`src/rtl/clkdiv_pkg.sv`:
```
// Shared definitions for the multi-channel clock divider: channel-index width
// helper, divisor presets and the per-channel counter operation encoding.
package clkdiv_pkg;

   // Reference system clock the presets below are derived from.
   localparam int unsigned SYS_CLK_HZ = 100_000_000;

   // Divisors giving a clk_slow square wave of the named rate at SYS_CLK_HZ.
   // clk_slow toggles once per division period, so its period is 2*divisor.
   localparam int unsigned DIV_SLOW_1HZ   = SYS_CLK_HZ / (2 * 1);
   localparam int unsigned DIV_SLOW_1KHZ  = SYS_CLK_HZ / (2 * 1_000);
   localparam int unsigned DIV_SLOW_10KHZ = SYS_CLK_HZ / (2 * 10_000);

   // Operation a channel counter performs on the coming clock edge.
   typedef enum logic [1:0] {
      OP_STEP = 2'd0,  // mid-period, advance the counter
      OP_TERM = 2'd1,  // terminal count, emit tick and restart
      OP_HOLD = 2'd2,  // count enable low, freeze
      OP_HALT = 2'd3   // active divisor is zero, channel parked
   } cnt_op_e;

   // Width of a channel index; a single channel still needs a one-bit select.
   function automatic int chan_w(input int channels);
      return (channels > 1) ? $clog2(channels) : 1;
   endfunction

endpackage

```
`src/rtl/clk_div_chan.sv`:
```
// One divider channel: counter, active and pending divisor, tick strobe and
// 50%-duty slow clock. A new divisor is staged and only takes effect at a
// period boundary (or while the channel is idle), so no short period occurs.
module clk_div_chan
   import clkdiv_pkg::*;
#(
   parameter int          WIDTH       = 26,
   parameter int unsigned DEFAULT_DIV = DIV_SLOW_1HZ
) (
   input  logic             clk,
   input  logic             i_rst_n,
   input  logic             i_en,
   input  logic             i_sync_clear,
   input  logic             i_wr_en,
   input  logic [WIDTH-1:0] i_wr_val,
   output logic             o_pending,
   output logic             o_tick,
   output logic             o_clk_slow
);

   localparam logic [WIDTH-1:0] DIV_RST = WIDTH'(DEFAULT_DIV);

   logic [WIDTH-1:0] r_cnt;
   logic [WIDTH-1:0] r_div_act;
   logic [WIDTH-1:0] r_div_pend;
   logic             r_pend;
   logic             r_tick;
   logic             r_clk_slow;

   logic [WIDTH-1:0] w_last;
   logic             w_apply;
   cnt_op_e          w_op;

   // Classify the coming edge and decide whether a staged divisor may land on it.
   always_comb begin
      // NOTE: every output of a combinational block gets a default first, so no
      // path leaves it unassigned and no latch is inferred.
      w_last  = r_div_act - WIDTH'(1);
      w_op    = OP_STEP;
      w_apply = 1'b0;
      // Zero divisor is tested first, so the wrapped w_last is never used.
      if (r_div_act == '0) begin
         w_op = OP_HALT;
      end else if (!i_en) begin
         w_op = OP_HOLD;
      // >= rather than == so a divisor that shrank while the channel sat
      // disabled mid-period still terminates instead of running off the end.
      end else if (r_cnt >= w_last) begin
         w_op = OP_TERM;
      end
      w_apply = r_pend && (w_op != OP_STEP);
   end

   // Counter, tick strobe and slow clock.
   always_ff @(posedge clk or negedge i_rst_n) begin
      // NOTE: state is updated with non-blocking assignments so every register
      // samples the pre-edge values regardless of statement order.
      if (!i_rst_n) begin
         r_cnt      <= '0;
         r_tick     <= 1'b0;
         r_clk_slow <= 1'b0;
      end else if (i_sync_clear) begin
         r_cnt      <= '0;
         r_tick     <= 1'b0;
         r_clk_slow <= 1'b0;
      end else begin
         case (w_op)
            OP_HALT: begin
               r_cnt  <= '0;
               r_tick <= 1'b0;
            end
            OP_HOLD: begin
               r_tick <= 1'b0;
            end
            OP_TERM: begin
               r_cnt      <= '0;
               r_tick     <= 1'b1;
               r_clk_slow <= ~r_clk_slow;
            end
            default: begin
               r_cnt  <= r_cnt + WIDTH'(1);
               r_tick <= 1'b0;
            end
         endcase
      end
   end

   // Divisor staging: writes park in r_div_pend and move to r_div_act at the
   // next safe point; sync_clear is itself a safe point.
   always_ff @(posedge clk or negedge i_rst_n) begin
      if (!i_rst_n) begin
         r_div_act  <= DIV_RST;
         r_div_pend <= '0;
         r_pend     <= 1'b0;
      end else if (i_sync_clear) begin
         // A write in the clear cycle bypasses staging and supersedes any
         // older pending value.
         if (i_wr_en) begin
            r_div_act <= i_wr_val;
         end else if (r_pend) begin
            r_div_act <= r_div_pend;
         end
         r_pend <= 1'b0;
      end else begin
         if (w_apply) begin
            r_div_act <= r_div_pend;
         end
         // A write landing on an apply edge lets the older value apply and
         // becomes the next pending value itself.
         if (i_wr_en) begin
            r_div_pend <= i_wr_val;
            r_pend     <= 1'b1;
         end else if (w_apply) begin
            r_pend <= 1'b0;
         end
      end
   end

   assign o_pending  = r_pend;
   assign o_tick     = r_tick;
   assign o_clk_slow = r_clk_slow;

endmodule

```
`src/rtl/clk_divider_multi.sv`:
```
// Multi-channel programmable clock divider. Decodes the divisor write port
// into per-channel strobes and fans clock, reset and sync_clear out to
// CHANNELS independent clk_div_chan instances.
module clk_divider_multi
   import clkdiv_pkg::*;
#(
   parameter  int          WIDTH       = 26,
   parameter  int          CHANNELS    = 4,
   parameter  int unsigned DEFAULT_DIV = DIV_SLOW_1HZ,
   localparam int          CHAN_W      = chan_w(CHANNELS)
) (
   input  logic                clk,
   input  logic                reset,
   input  logic [CHANNELS-1:0] en,
   input  logic                sync_clear,
   input  logic                div_we,
   input  logic [CHAN_W-1:0]   div_sel,
   input  logic [WIDTH-1:0]    div_val,
   output logic [CHANNELS-1:0] div_pending,
   output logic [CHANNELS-1:0] tick,
   output logic [CHANNELS-1:0] clk_slow
);

   logic [CHANNELS-1:0] w_wr_en;

   // One-hot write strobe; a select beyond the last channel matches nothing.
   always_comb begin
      w_wr_en = '0;
      for (int i = 0; i < CHANNELS; i++) begin
         w_wr_en[i] = div_we && (int'(div_sel) == i);
      end
   end

   for (genvar g = 0; g < CHANNELS; g++) begin : g_chan
      clk_div_chan #(
         .WIDTH       (WIDTH),
         .DEFAULT_DIV (DEFAULT_DIV)
      ) u_chan (
         .clk          (clk),
         .i_rst_n      (reset),
         .i_en         (en[g]),
         .i_sync_clear (sync_clear),
         .i_wr_en      (w_wr_en[g]),
         .i_wr_val     (div_val),
         .o_pending    (div_pending[g]),
         .o_tick       (tick[g]),
         .o_clk_slow   (clk_slow[g])
      );
   end

endmodule

```
`config.mk`:
```
export PLATFORM = sky130hd
export DESIGN_NAME = clk_divider_multi
export DESIGN_NICKNAME = d
export VERILOG_FILES = /design/src/rtl/clkdiv_pkg.sv /design/src/rtl/clk_div_chan.sv /design/src/rtl/clk_divider_multi.sv
export SDC_FILE = /design/constraint.sdc
export NUM_CORES = 1
export LEC_CHECK = 0
export CAP_MARGIN = 20
export CORE_UTILIZATION = 35
export DETAILED_ROUTE_END_ITERATION = 10
export DONT_BUFFER_PORTS = 1
export HOLD_SLACK_MARGIN = 0.03
export PLACE_DENSITY = 0.56
export SYNTH_ARGS = -nofsm -noshare
export SYNTH_HDL_FRONTEND = slang
export SYNTH_HIERARCHICAL = 1
export SYNTH_SLANG_ARGS = --single-unit
```
`constraint.sdc`:
```
create_clock -name clk -period 6.1 [get_ports clk]
set_clock_uncertainty 0.1 [all_clocks]
set_input_delay 0.305 -clock clk [delete_from_list [all_inputs] [get_ports clk]]
set_output_delay 0.305 -clock clk [all_outputs]
set_load 0.02 [all_outputs]
```
==> metrics.yaml <==
status: "finished, violations left"
violations: "hold timing"
first_pass_iters: 5
cp_slowest_cell: "or4b_2"
final_common_cell: "dfrtp_1"
p_switching_mw: 1.98
worst-setup-path-type: "reg2reg"
fin_crit_sh_pct: 81.7
placed_area_mm2: 0.0206
regArea_mm2: 0.00817
io_pins: 48
clock_latency_ns: 0.56
ys_warn_count: 6
yosysSeqAreaShare_pct: 40.9
setup_viol: 0
final_cell_mix: "dfrtp_1 (276), nor2_1 (118), ha_1 (112)"
cts.hold.buffers_added: 33
yosysUniqueCellTypes: 84
multi_input_area_mm2: 0.0112
holdWs_ns: -0.655
post-place-ws_ns: 1.11
power.total_mw: 6.64
wl_per_cell_um: 18.9
drt_iter0_drc: 1127
hold_path_class: "in2async"
seqPwrFrac_pct: 45.3
syn_area_per_cell_um2: 10.3
area_growth_pct: 11.6
clkPwrFrac_pct: 36.2
path_max_fanout: 34
overflow: 0
cts_tree: "done"
h-tree-depth: 2
routabilityCongestion: 0.839
intPower_mw: 4.66
drtAntennaViolNets: 0
fillerInstances: 5548
die_y_um: 241
fin_crit_ns: 4.98
dp_hpwl_um: 33700
final_cell_area_mm2: 0.0223
ys_ff_latch: 324
synth_edf_count: 0
worst_pin_slew_ns: 1.09
fin_cells: 2727
setup_tns_ns: 0
synth_area_mm2: 0.0200
drc: 0
clock-root-buffer: "clkbuf_16"
worst_setup_path_end_kind: "flip-flop"
setup.worst_path.start_class: "flip-flop"
initial_core_util_pct: 35.4
syn_inst: 1944
die-area_mm2: 0.0580
ir_drop_uv: 152
place.detailed.instances: 2620
maxSlewViolCount: 0
num_rows: 87
ys_async_sr_fraction_pct: 100
power.leakage_nw: 8.84
track_usage_pct: 18.0
final_util_pct: 39.5
reg2reg_slack_ns: 1.12
grt_pass1_vias: 15078
critPathArrivalTime_ns: 5.36
critPathTopFamily: "simple AND/OR/NAND/NOR gates"
critPathBufInv: 1
worstPathCellList: "or4_4 -> nor4_4 -> nand2_1 -> or4b_2 -> xor2_1 -> ha_1 -> and4_1 -> a221oi_1 -> and2_1 -> o211ai_4 -> and2_1 -> buf_4 -> a21oi_1"
cts_buffers: 39
n_antenna_cell: 0
antenna_found_initial: 4
clockBufferDepth: 3
maxCapViolCount: 0
pwr-share-comb_pct: 18.5
cpMostUsedCell: "and2_1"
layout-drive-gt1-share_pct: 18.0
clkSinkCount: 324
via_per_inst: 5.61
detail_route.wirelength_um: 51400
rsz0062_at_grt: "no"
port_buffers: 0
power_density_mw_per_mm2: 298
grt_pass1_wl_um: 83600
slew_headroom_pct: 27.3
grt_max_degree: 325
clkTransAtPathRegs_ns: 0.06
nets: 2088
syn_nets: 2092
crit_required_ns: 6.48
fmax_mhz: 201
core_area_mm2: 0.0564
vias: 15305
hold_viol: 324
setup_slack_ns: 1.12
die_w_um: 241
synthFlopType: "dfrtp_1"
max_stage_delay_ns: 0.69
power.share.switching_pct: 29.8
==> path summary, 6_finish.rpt <==
| check | cells after the start | end | start |
|---|---|---|---|
| min in group clk | 3 | g_chan[2].u_chan/r_cnt[3] | en[2] |
| hold / removal | 0 | g_chan[0].u_chan/r_cnt[3] | reset |
| setup / recovery | 13 | g_chan[0].u_chan/r_div_act[2] | g_chan[0].u_chan/r_div_act[5] |
| setup reg to reg | 13 | g_chan[0].u_chan/r_div_act[2] | g_chan[0].u_chan/r_div_act[5] |
| hold reg to reg | 1 | g_chan[0].u_chan/r_div_pend[6] | g_chan[0].u_chan/r_div_pend[6] |
| max in group asynchronous | 0 | g_chan[3].u_chan/r_cnt[15] | reset |
==> what timing repair did <==
action                    4_1_cts  5_1_grt
setup buffers                   0        0
hold endpoints to repair      624      324
gates resized for setup         0        0
==> routing by layer <==
| metal | global-route usage [%] | routed length (µm) | share of wire [%] |
|---|---|---|---|
| met5 | 0 | 0 | 0 |
| met4 | 5.41 | 1330 | 2.6 |
| met3 | 2.56 | 1510 | 2.9 |
| met2 | 29.1 | 24200 | 47 |
| met1 | 24.8 | 24400 | 47 |
==> worst reg2reg max path, stage by stage, from the launching register on <==
cell and delay (ns):
dfrtp_1 0.40, or4_4 0.58, nor4_4 0.29, nand2_1 0.24, or4b_2 0.69, xor2_1 0.17
ha_1 0.32, and4_1 0.21, a221oi_1 0.39, and2_1 0.40, o211ai_4 0.39, and2_1 0.28
buf_4 0.25, a21oi_1 0.19
==> layout make-up <==
cell class	instances	area share, %
flip-flops and latches	324	36.7
clock buffers	49	4.78
well taps	756	4.25
repair buffers	53	2.31
inverters	27	0.455
clock inverters	23	1.10
multi-input cells	1495	50.4
==> registers in the layout, indices dropped and copies added (netlist names) <==
name	count
g_chan.u_chan/r_div_act	104
g_chan.u_chan/o_clk_slow	4
g_chan.u_chan/r_div_pend	104
g_chan.u_chan/o_tick	4
g_chan.u_chan/r_cnt	104
g_chan.u_chan/o_pending	4
==> cell usage after synthesis, types with 27 or more instances <==
library cell	instances	area [µm²]
dfrtp_1	276	6910
nor2_1	118	443
ha_1	112	1400
mux2_2	105	1180
a21oi_1	99	495
nand3_1	99	495
nand2_1	90	338
nand4_1	78	488
o22ai_1	78	488
xnor2_1	70	613
nand2b_1	59	369
nor3_1	58	290
clkbuf_1	50	188
xor2_1	50	438
a2bb2oi_1	48	420
dfstp_2	48	1260
a31oi_1	42	263
a2bb2oi_2	28	420
and2_1	27	169
mux2i_1	27	270
==> power groups by stage <==
stage | clock [mW] | sequential (mW) | combinational (mW)
6_report | 2.40 | 3.01 | 1.23
5_1_grt | 2.55 | 3.07 | 1.37
4_1_cts | 2.47 | 3.01 | 1.24
3_5_place_dp | 0 | 3.04 | 1.16
3_3_place_gp | 0 | 3.02 | 1.12
2_1_floorplan | 0 | 2.92 | 0.993
==> cell families after synthesis <==
family,synth area share [%]
simple gates,20.0
compound gates,16.3
flops,40.9
mux,7.43
buf+inv,2.97
xor+xnor,5.27
fa+ha+maj,7.02
No activity file was read; power rests on OpenSTA's default activity.
